File: src/rtl/cic_decim_mc_if.sv
// Stream, control and output signals of the multi-channel CIC decimator.
// The master side feeds modulator bits and control; the slave side is the filter.
interface cic_decim_mc_if #(
  parameter int NUM_CH = 2,
  parameter int OUT_W  = 16,
  parameter int K_W    = 4,
  parameter int CH_W   = 1
);
  logic [NUM_CH-1:0] in_bits;
  logic              in_valid;
  logic [K_W-1:0]    dec_log2;
  logic              restart;
  logic [OUT_W-1:0]  out_data;
  logic [CH_W-1:0]   out_ch;
  logic              out_valid;
  logic [K_W-1:0]    k_active;

  modport master (
    output in_bits, in_valid, dec_log2, restart,
    input  out_data, out_ch, out_valid, k_active
  );

  modport slave (
    input  in_bits, in_valid, dec_log2, restart,
    output out_data, out_ch, out_valid, k_active
  );
endinterface

File: src/rtl/cic_decim_mc.sv
// Multi-channel CIC decimator: per-channel integrators at the strobe rate and
// one time-shared comb that sweeps the channels after every completed frame.
module cic_decim_mc #(
  parameter int ORDER   = 3,
  parameter int MAX_DEC = 256,
  parameter int NUM_CH  = 2,
  parameter int DEC_W   = $clog2(MAX_DEC),
  parameter int ACC_W   = ORDER * DEC_W + 1,
  parameter int OUT_W   = 16
) (
  input  logic         clk,
  input  logic         reset_n,
  cic_decim_mc_if.slave bus
);
  localparam int K_W    = $clog2(DEC_W + 1);
  localparam int CH_W   = (NUM_CH > 1) ? $clog2(NUM_CH) : 1;
  localparam int K_MIN  = ($clog2(NUM_CH) > 1) ? $clog2(NUM_CH) : 1;
  localparam int SH_W   = $clog2(ACC_W + 1);
  localparam int WARM_W = $clog2(ORDER + 1);

  typedef enum logic {IDLE, COMB} state_t;

  logic [ACC_W-1:0]  integ      [NUM_CH][ORDER];
  logic [ACC_W-1:0]  integ_next [NUM_CH][ORDER];
  logic [ACC_W-1:0]  snap       [NUM_CH];
  logic [ACC_W-1:0]  dly        [NUM_CH][ORDER];
  logic [ACC_W-1:0]  stage_in   [ORDER+1];
  logic [DEC_W-1:0]  sample_cnt;
  logic [DEC_W-1:0]  cnt_mask;
  logic [WARM_W-1:0] warm_cnt;
  logic              emit;
  logic              frame_done;
  state_t            state;
  logic [CH_W-1:0]   ch_idx;
  logic [K_W-1:0]    k_load;
  logic [SH_W-1:0]   shift_amt;
  logic [ACC_W-1:0]  aligned;
  logic [OUT_W-1:0]  out_word;

  // Each stage accumulates the previous stage's registered value.
  always_comb begin
    for (int c = 0; c < NUM_CH; c++) begin
      integ_next[c][0] = integ[c][0] + ACC_W'(bus.in_bits[c]);
      for (int i = 1; i < ORDER; i++)
        integ_next[c][i] = integ[c][i] + integ[c][i-1];
    end
  end

  always_comb begin
    for (int i = 0; i < DEC_W; i++)
      cnt_mask[i] = (K_W'(i) < bus.k_active);
  end

  assign frame_done = bus.in_valid && (sample_cnt == cnt_mask);

  always_comb begin
    k_load = bus.dec_log2;
    if (bus.dec_log2 < K_W'(K_MIN))
      k_load = K_W'(K_MIN);
    else if (bus.dec_log2 > K_W'(DEC_W))
      k_load = K_W'(DEC_W);
  end

  // The comb result spans ORDER*k+1 bits; left-align it so full scale is constant across k.
  always_comb begin
    stage_in[0] = snap[ch_idx];
    for (int i = 0; i < ORDER; i++)
      stage_in[i+1] = stage_in[i] - dly[ch_idx][i];
    shift_amt = SH_W'(ACC_W - 1) - SH_W'(ORDER) * SH_W'(bus.k_active);
    aligned   = stage_in[ORDER] << shift_amt;
    out_word  = aligned[ACC_W-1 -: OUT_W];
  end

  always_ff @(posedge clk or negedge reset_n) begin
    if (!reset_n) begin
      for (int c = 0; c < NUM_CH; c++) begin
        snap[c] <= '0;
        for (int i = 0; i < ORDER; i++) begin
          integ[c][i] <= '0;
          dly[c][i]   <= '0;
        end
      end
      sample_cnt    <= '0;
      warm_cnt      <= '0;
      emit          <= 1'b0;
      state         <= IDLE;
      ch_idx        <= '0;
      bus.k_active  <= K_W'(DEC_W);
      bus.out_data  <= '0;
      bus.out_ch    <= '0;
      bus.out_valid <= 1'b0;
    end else if (bus.restart) begin
      for (int c = 0; c < NUM_CH; c++) begin
        snap[c] <= '0;
        for (int i = 0; i < ORDER; i++) begin
          integ[c][i] <= '0;
          dly[c][i]   <= '0;
        end
      end
      sample_cnt    <= '0;
      warm_cnt      <= '0;
      emit          <= 1'b0;
      state         <= IDLE;
      ch_idx        <= '0;
      bus.k_active  <= k_load;
      bus.out_valid <= 1'b0;
    end else begin
      bus.out_valid <= 1'b0;
      if (bus.in_valid) begin
        for (int c = 0; c < NUM_CH; c++)
          for (int i = 0; i < ORDER; i++)
            integ[c][i] <= integ_next[c][i];
        sample_cnt <= frame_done ? '0 : sample_cnt + 1'b1;
      end
      if (frame_done) begin
        for (int c = 0; c < NUM_CH; c++)
          snap[c] <= integ_next[c][ORDER-1];
        emit <= (warm_cnt == WARM_W'(ORDER));
        if (warm_cnt != WARM_W'(ORDER))
          warm_cnt <= warm_cnt + 1'b1;
      end
      // A frame may complete on the last sweep edge when 2^k equals NUM_CH.
      case (state)
        IDLE: begin
          if (frame_done) begin
            state  <= COMB;
            ch_idx <= '0;
          end
        end
        COMB: begin
          for (int i = 0; i < ORDER; i++)
            dly[ch_idx][i] <= stage_in[i];
          bus.out_data  <= out_word;
          bus.out_ch    <= ch_idx;
          bus.out_valid <= emit;
          if (ch_idx == CH_W'(NUM_CH - 1)) begin
            ch_idx <= '0;
            state  <= frame_done ? COMB : IDLE;
          end else begin
            ch_idx <= ch_idx + 1'b1;
          end
        end
        default: state <= IDLE;
      endcase
    end
  end
endmodule
File: src/flat_wrapper.sv
// flat-port wrapper written by rule: the top's interface ports become plain ports
module cic_decim_mc_flat 
#(
  parameter int ORDER   = 3,
  parameter int MAX_DEC = 256,
  parameter int NUM_CH  = 2,
  parameter int DEC_W   = $clog2(MAX_DEC),
  parameter int ACC_W   = ORDER * DEC_W + 1,
  parameter int OUT_W   = 16
)
  (clk, reset_n, bus_in_bits, bus_in_valid, bus_dec_log2, bus_restart, bus_out_data, bus_out_ch, bus_out_valid, bus_k_active);
  cic_decim_mc_if #(.NUM_CH(NUM_CH), .OUT_W(OUT_W)) bus_i ();
  input  logic clk;
  input  logic reset_n;
  input wire logic [$bits(bus_i.in_bits)-1:0] bus_in_bits;
  input wire logic [$bits(bus_i.in_valid)-1:0] bus_in_valid;
  input wire logic [$bits(bus_i.dec_log2)-1:0] bus_dec_log2;
  input wire logic [$bits(bus_i.restart)-1:0] bus_restart;
  output wire logic [$bits(bus_i.out_data)-1:0] bus_out_data;
  output wire logic [$bits(bus_i.out_ch)-1:0] bus_out_ch;
  output wire logic [$bits(bus_i.out_valid)-1:0] bus_out_valid;
  output wire logic [$bits(bus_i.k_active)-1:0] bus_k_active;
  assign bus_i.in_bits = bus_in_bits;
  assign bus_i.in_valid = bus_in_valid;
  assign bus_i.dec_log2 = bus_dec_log2;
  assign bus_i.restart = bus_restart;
  assign bus_out_data = bus_i.out_data;
  assign bus_out_ch = bus_i.out_ch;
  assign bus_out_valid = bus_i.out_valid;
  assign bus_k_active = bus_i.k_active;
  cic_decim_mc #(.ORDER(ORDER), .MAX_DEC(MAX_DEC), .NUM_CH(NUM_CH), .DEC_W(DEC_W), .ACC_W(ACC_W), .OUT_W(OUT_W)) u_core (.clk(clk), .reset_n(reset_n), .bus(bus_i));
endmodule
File: config.mk
export PLATFORM = sky130hd
export DESIGN_NAME = cic_decim_mc_flat
export DESIGN_NICKNAME = d
export VERILOG_FILES = /design/src/rtl/cic_decim_mc_if.sv /design/src/rtl/cic_decim_mc.sv /design/src/flat_wrapper.sv
export SDC_FILE = /design/constraint.sdc
export NUM_CORES = 1
export LEC_CHECK = 0
export BUFFER_PORTS_ARGS = -buffer_cell sky130_fd_sc_hd__buf_2
export CAP_MARGIN = 20
export CORE_MARGIN = 4
export CORE_UTILIZATION = 65
export DETAILED_ROUTE_END_ITERATION = 6
export GPL_ROUTABILITY_DRIVEN = 0
export HOLD_SLACK_MARGIN = 0.02
export PLACE_DENSITY = 0.91
export SYNTH_ARGS = -nofsm -noshare
export SYNTH_HDL_FRONTEND = slang
export SYNTH_SLANG_ARGS = --single-unit
File: constraint.sdc
create_clock -name clk -period 16.3 [get_ports clk]
set_input_delay 3.26 -clock clk [delete_from_list [all_inputs] [get_ports clk]]
set_output_delay 3.26 -clock clk [all_outputs]
set_load 0.1 [all_outputs]
==> run_results.csv, run 1 <==
group,metric,value,unit
global_route,grt_max_degree,112,
pwr,p_comb_share,19.2,%
hold_path,worstHoldPathCells,2,
pwr,p_leak,12.8,nW
logic_synthesis,syn_area_per_cell,9.76,µm²
pwr,power_frac_seq,39.6,%
route,wl_per_cell,20.4,µm
status,violations,"DRC",
placement,dp_cells,2974,
logic_synthesis,synth_edf_count,0,
sta,finalSetupTns,0,ns
clock_network,clk_path_buf_depth,3,
sta,holdWs,0.476,ns
pwr,p_int,1.72,mW
global_route,grt_first_pass_wirelength,103,mm
floorplan,die_area,41100,µm²
sta,slew_headroom,31.7,%
clock_network,clk_latency,0.60,ns
sta,fin_ws,8.49,ns
worst_setup_path,r2r_end,"u_core.bus.out_data[15]",
final_layout,nets,2708,
final_layout,antennaDiodeCount,0,
placement,port_buffers,31,
logic_synthesis,yosysSeqAreaShare,39.1,%
final_layout,layout.area.seq,9640,µm²
floorplan,start_util,65.6,%
clock_network,htreeDepth,2,
job,drv_cap,0,
sta,hold_viol_final,0,
route,dr.first_iter.drc_count,1732,
logic_synthesis,ys_seq_elements,385,
route,first_pass_iters,7,
worst_setup_path,crit_required,16.76,ns
final_layout,final_common_cell,"dfrtp_1",
pwr,powerDensity,92.2,nW/µm²
clock_network,cts_setup_buffers,0,
logic_synthesis,async_flop_share,100,%
logic_synthesis,synth_cell_types,87,
worst_setup_path,crit_path_end_kind,"register",
placement,dp_slack,8.73,ns
floorplan,die_h,203,µm
hold_path,hold-path-endpoint,"u_core.bus.out_data[1]",
worst_setup_path,cp.arrival,8.26,ns
clock_network,clock_sinks,385,
route,drtAntennaViolNets,0,
sta,slew_viol_final,0,
final_layout,final_cell_mix,"dfrtp_1 (383), nor2_1 (245), a22o_1 (184)",
worst_setup_path,r2r_setup_slack,8.49,ns
route,vias,20400,
clock_network,root_buffer,"clkbuf_16",
floorplan,coreArea,37600,µm²
floorplan,chipWidth,203,µm
clock_network,cts_tree,"yes",
hold_path,worstHoldStart,"u_core.bus.out_data[1]",
sta,worst_pin_slew,1.02,ns
clock_network,clkTransAtPathRegs,0.06,ns
sta,max_clock_freq,128,MHz
pwr,switchingPower,746,µW
logic_synthesis,syn_inst,2527,
route,drt_wl_total,62.4,mm
global_route,overflow,0,
status,status,"finished with violations",
worst_setup_path,ff2ff_path_depth,34,
pwr,vdd.ir_drop.worst,0.0819,mV
final_layout,post-route-util,71.2,%
final_layout,final_cell_area,26800,µm²
floorplan,io_pins,32,
route,vias_per_cell,6.69,
placement,place_area,25300,µm²
sta,fin_skew,0.0373,ns
final_layout,nFillCells,2425,
floorplan,num_rows,71,
placement,hpwl,41.8,mm
hold_path,worstHoldPathType,"reg2reg",
clock_network,cts_resized,0,
pwr,p_total,2.47,mW
logic_synthesis,ys.flop_type,"dfrtp_1",
logic_synthesis,ys_warn_count,0,
final_layout,multi_input_area,14400,µm²
clock_network,cts_inserted_buffers,42,
logic_synthesis,syn_area,24700,µm²
pwr,power_frac_clock,41.2,%
final_layout,instances_no_fill,3054,
clock_network,cts_hold_buf,0,
final_layout,final_layout_size_suffix_gt1_share,7.94,%
final_layout,syn2layout_area_growth,8.53,%
route,drc,1,
worst_setup_path,cp_slowest_cell,"dfrtp_4",
global_route,antenna_found_initial,0,
worst_setup_path,worstSetupPathType,"reg2reg",
worst_setup_path,max_stage_delay,0.75,ns
global_route,first_global_vias,20800,
global_route,grt.total_usage,29.8,%
sta,period_minus_slack,7.81,ns
sta,finalSetupViolations,0,
sta,finalCritPeriodShare,47.9,%
worst_setup_path,r2r_start,"u_core.ch_idx",
logic_synthesis,syn_nets,2726,
pwr,sw_frac_of_total,30.2,%
worst_setup_path,worstPathMaxFanout,32,
sta,rsz0062_at_grt,"no",
worst_setup_path,cp-start-kind,"register",
[how the worst max path moves through the flow]
stage / from / end / slack (ns) / depth (start not counted)
2_1_floorplan: u_core.ch_idx / u_core.bus.out_data[15] / 9.00 / 37
3_3_place_gp: u_core.ch_idx / u_core.bus.out_data[15] / 9.12 / 34
3_5_place_dp: u_core.ch_idx / u_core.bus.out_data[15] / 8.73 / 34
4_1_cts: u_core.ch_idx / u_core.bus.out_data[15] / 8.62 / 34
5_1_grt: u_core.ch_idx / u_core.bus.out_data[15] / 8.00 / 34
6_report: u_core.ch_idx / u_core.bus.out_data[15] / 8.49 / 34
[synthesized netlist by cell type (28+ instances only)]
| library cell | count | area (µm²) |
|---|---|---|
| a21o_1 | 51 | 383 |
| a21oi_1 | 143 | 716 |
| a22o_1 | 184 | 1610 |
| clkbuf_1 | 87 | 327 |
| dfrtp_1 | 384 | 9610 |
| ha_1 | 182 | 2280 |
| inv_1 | 60 | 225 |
| mux2_2 | 32 | 360 |
| mux2i_1 | 147 | 1470 |
| nand2_1 | 181 | 679 |
| nand3_1 | 38 | 190 |
| nor2_1 | 248 | 931 |
| nor2b_1 | 28 | 175 |
| nor3_1 | 31 | 155 |
| o21ai_0 | 109 | 546 |
| xnor2_1 | 127 | 1110 |
| xor2_1 | 82 | 718 |
[logic make-up (layout without fill, tap and decap cells)]
logic type	after synthesis	count (layout)	synth area share, %
buf+inv	174	190	2.65
fa+ha+maj	189	189	9.80
compound gates	710	710	20.4
flops	385	385	39.1
simple gates	675	675	12.7
xor+xnor	209	209	7.42
mux	185	185	7.97
[state kept, by name (all words and copies together), names as in the netlist, 2 cells and up]
signal,count
u_core.bus.out_data,16
u_core.integ,150
u_core.bus.k_active,4
u_core.dly,150
u_core.warm_cnt,2
u_core.sample_cnt,8
u_core.snap,50
[power by group through the flow]
stage / Clock [mW] / Sequential (mW) / Combinational, mW
3_5_place_dp: 0 / 0.994 / 0.457
4_1_cts: 1.02 / 0.976 / 0.461
2_1_floorplan: 0 / 1.04 / 0.307
6_report: 1.02 / 0.977 / 0.474
3_3_place_gp: 0 / 0.993 / 0.439
5_1_grt: 1.06 / 0.977 / 0.513
[per-layer routing]
layer  vias up  part of all wire (%)  track usage [%]
met5         -                     0                0
met4         0                   4.7             13.2
met3       243                   6.1             4.65
met2       869                    49             51.9
met1     10100                    40             36.8
li1       9205                     -                -
[critical path, delay by kind of cell (launching register included)]
kind	cells	cell delay [ns]
xor+xnor	1	0.19
fa+ha+maj	3	0.99
flops	1	0.75
mux	1	0.32
buf+inv	1	0.08
compound gates	19	3.50
simple gates	9	1.82
[layout make-up]
| cell class | instances | share of cell area [%] |
|---|---|---|
| Clock buffer | 57 | 4.36 |
| Clock inverter | 21 | 1.12 |
| Inverter | 60 | 0.841 |
| Multi-Input combinational cell | 1968 | 53.9 |
| Sequential cell | 385 | 36.0 |
| Tap cell | 511 | 2.39 |
| Timing Repair Buffer | 52 | 1.34 |
Power figures use the tool's default switching activity.
==> run 2, diff against run 1 <==
--- a/config.mk
+++ b/config.mk
@@ -5,14 +5,15 @@
 export SDC_FILE = /design/constraint.sdc
 export NUM_CORES = 1
 export LEC_CHECK = 0
+export ABC_AREA = 1
 export BUFFER_PORTS_ARGS = -buffer_cell sky130_fd_sc_hd__buf_2
 export CAP_MARGIN = 20
 export CORE_MARGIN = 4
-export CORE_UTILIZATION = 65
+export CORE_UTILIZATION = 58
 export DETAILED_ROUTE_END_ITERATION = 6
 export GPL_ROUTABILITY_DRIVEN = 0
 export HOLD_SLACK_MARGIN = 0.02
-export PLACE_DENSITY = 0.91
+export PLACE_DENSITY = 0.86
 export SYNTH_ARGS = -nofsm -noshare
 export SYNTH_HDL_FRONTEND = slang
 export SYNTH_SLANG_ARGS = --single-unit
==> constraint.sdc (replaced) <==
create_clock -name clk -period 6.88 [get_ports clk]
set_input_delay 1.376 -clock clk [delete_from_list [all_inputs] [get_ports clk]]
set_output_delay 1.376 -clock clk [all_outputs]
set_load 0.1 [all_outputs]
==> run 2 against run 1 <==
  * The run still ends with DRC left
  * Sequential cell count is the same
  * Clock skew decreased by 0.0096 ns
  * Via count up 17%
  * Sequential share of layout area decreased by 1.5 points
  * Die area rose by 16%
  * Non-clock buffer count down 3
  * Wire length up 6.1%
  * Utilization down 7.1 points
  * Clock power rose by 130%
  * Combinational power increased by 87%
  * Critical endpoint is now u_core.bus.out_data[11]
==> run_results.csv, run 2 <==
group,metric,value,unit
final_layout,final_common_cell,"nand2_1",
global_route,grt_max_degree,168,
logic_synthesis,netlist.area_leader.share,37.3,%
pwr,p_total,5.57,mW
logic_synthesis,syn_area_per_cell,7.44,µm²
global_route,first_global_vias,23000,
global_route,overflow,0,
clock_network,root_buffer,"clkbuf_16",
sta,holdWs,0.472,ns
logic_synthesis,ys_seq_elements,385,
clock_network,clock_sinks,385,
sta,rsz0062_at_grt,"no",
logic_synthesis,synth.most_common_cell,"nand2_1",
final_layout,largestRegisters,"u_core.dly: 150 flops, u_core.integ: 150 flops, u_core.snap: 50 flops",
worst_setup_path,crit_path_end_kind,"register",
floorplan,die_h,219,µm
logic_synthesis,yosysSeqAreaShare,37.4,%
sta,finalSetupViolations,0,
global_route,grt.total_usage,27.6,%
final_layout,nets,3644,
clock_network,cts_inserted_buffers,43,
route,vias,23900,
pwr,vdd.ir_drop.worst,0.279,mV
logic_synthesis,synth_edf_count,0,
sta,slew_headroom,31.1,%
final_layout,final_cell_area,27900,µm²
clock_network,clk_path_buf_depth,3,
route,drt_wl_total,66.2,mm
placement,place_area,26400,µm²
worst_setup_path,worstSetupPathType,"reg2reg",
floorplan,coreArea,43500,µm²
pwr,powerDensity,200,nW/µm²
route,dr.first_iter.drc_count,2092,
route,first_pass_iters,7,
logic_synthesis,synth_common_cells,"nand2_1 (849), o21ai_0 (411), dfrtp_1 (384), inv_1 (370), a21oi_1 (261)",
final_layout,final_layout_size_suffix_gt1_share,6.59,%
job,drv_cap,0,
logic_synthesis,synth_area_leaders,"dfrtp_1 (37%), nand2_1 (12%), ha_1 (8.8%), o21ai_0 (8.0%), inv_1 (5.4%)",
clock_network,cts_tree,"yes",
worst_setup_path,critical_path.most_common_cell,"nand2_1",
final_layout,final_cell_mix,"nand2_1 (847), o21ai_0 (411), dfrtp_1 (383)",
sta,hold_viol_final,0,
route,wl_per_cell,16.3,µm
worst_setup_path,crit_required,7.33,ns
sta,max_clock_freq,159,MHz
final_layout,antennaDiodeCount,0,
final_layout,nFillCells,3588,
worst_setup_path,cp.arrival,6.72,ns
worst_setup_path,worstPathMaxFanout,38,
logic_synthesis,ys_warn_count,0,
clock_network,clk_latency,0.59,ns
status,status,"finished with violations",
sta,slew_viol_final,0,
hold_path,worstHoldPathType,"reg2reg",
logic_synthesis,syn_nets,3661,
sta,worst_pin_slew,1.03,ns
status,violations,"DRC",
route,drtAntennaViolNets,0,
worst_setup_path,r2r_setup_slack,0.61,ns
floorplan,start_util,59.3,%
sta,finalCritPeriodShare,91.1,%
logic_synthesis,synth_top_cell_by_area,"dfrtp_1",
worst_setup_path,cp_slowest_cell,"dfrtp_4",
logic_synthesis,syn_inst,3462,
route,drc,3,
global_route,grt_first_pass_wirelength,110,mm
floorplan,io_pins,32,
route,vias_per_cell,5.89,
logic_synthesis,syn_area,25800,µm²
sta,fin_skew,0.0277,ns
final_layout,post-route-util,64.2,%
sta,finalSetupTns,0,ns
clock_network,clkTransAtPathRegs,0.06,ns
global_route,antenna_found_initial,0,
floorplan,chipWidth,219,µm
final_layout,syn2layout_area_growth,8.24,%
placement,hpwl,46.1,mm
worst_setup_path,cp-start-kind,"register",
clock_network,htreeDepth,2,
sta,period_minus_slack,6.27,ns
placement,port_buffers,31,
worst_setup_path,max_stage_delay,0.65,ns
floorplan,die_area,47900,µm²
pwr,p_leak,13.6,nW
clock_network,cts_hold_buf,0,
logic_synthesis,ys.flop_type,"dfrtp_1",
floorplan,num_rows,76,
logic_synthesis,synth_cell_types,70,
logic_synthesis,async_flop_share,100,%
[run 2: routing by layer]
layer	track usage [%]	up-vias	routed length (µm)
met3	3.49	188	4170
met5	0	-	0
met2	46.7	860	31600
met1	36.1	11200	28000
met4	11.1	0	2440
li1	-	11600	-
[run 2: worst max-delay path, delay by kind of cell, from the launching register on]
| family | cells | cell delay, ns |
|---|---|---|
| AO/OA/AOI/OAI | 13 | 2.24 |
| AND/OR/NAND/NOR | 13 | 1.46 |
| adder cells (fa/ha/maj) | 3 | 1.07 |
| flip-flops | 1 | 0.65 |
| XOR/XNOR | 2 | 0.54 |
| buffers and inverters | 2 | 0.16 |
[run 2: timing repair]
action                     4_1_cts  5_1_grt
setup buffers                    0        0
setup endpoints to repair        0        2
resized for setup                0        2
hold endpoints to repair         0        0
[run 2: power breakdown]
group | internal (mW) | switching, mW
Combinational | 0.262 | 0.625
Clock | 1.39 | 0.997
Sequential | 2.28 | 0.0203
[run 2: final timing paths]
check                                  startpoint                      end  depth (start not counted)
max                                 u_core.ch_idx  u_core.bus.out_data[11]                         33
min                        u_core.bus.out_data[4]   u_core.bus.out_data[4]                          2
max reg2reg                         u_core.ch_idx  u_core.bus.out_data[11]                         33
min reg2reg                u_core.bus.out_data[4]   u_core.bus.out_data[4]                          2
max in group asynchronous                 reset_n        u_core.integ[129]                          2
min in group asynchronous                 reset_n           u_core.dly[27]                          1
[run 2: layout make-up]
type	instances	area [µm²]	share of cell area [%]
clock buffers	55	1200	4.31
clock inverters	22	251	0.902
inverters	386	1450	5.19
multi-input cells	2580	14300	51.1
flip-flops and latches	385	9640	34.6
well taps	585	732	2.62
repair buffers	49	363	1.30
[run 2: kinds of logic (layout without fill, tap and decap cells)]
group | count (synthesis) | count (layout) | synth area share, %
AOI/OAI and AO/OA | 897 | 897 | 19.7
xor gates and xnor gates | 81 | 81 | 2.85
adders and majority gates | 189 | 189 | 9.38
buffers and inverters | 497 | 512 | 7.40
DFF | 385 | 385 | 37.4
muxes | 6 | 6 | 0.233
and+or+nand+nor | 1407 | 1407 | 23.1
[run 2: through the flow]
| stage | worst slack, ns | std cells |
|---|---|---|
| floorplan | 1.03 | 3462 |
| global placement | 0.996 | 3984 |
| detailed placement | 0.786 | 3984 |
| CTS | 0.697 | 4061 |
| global route | 0.0434 | 4062 |
| finish | 0.610 | 4062 |
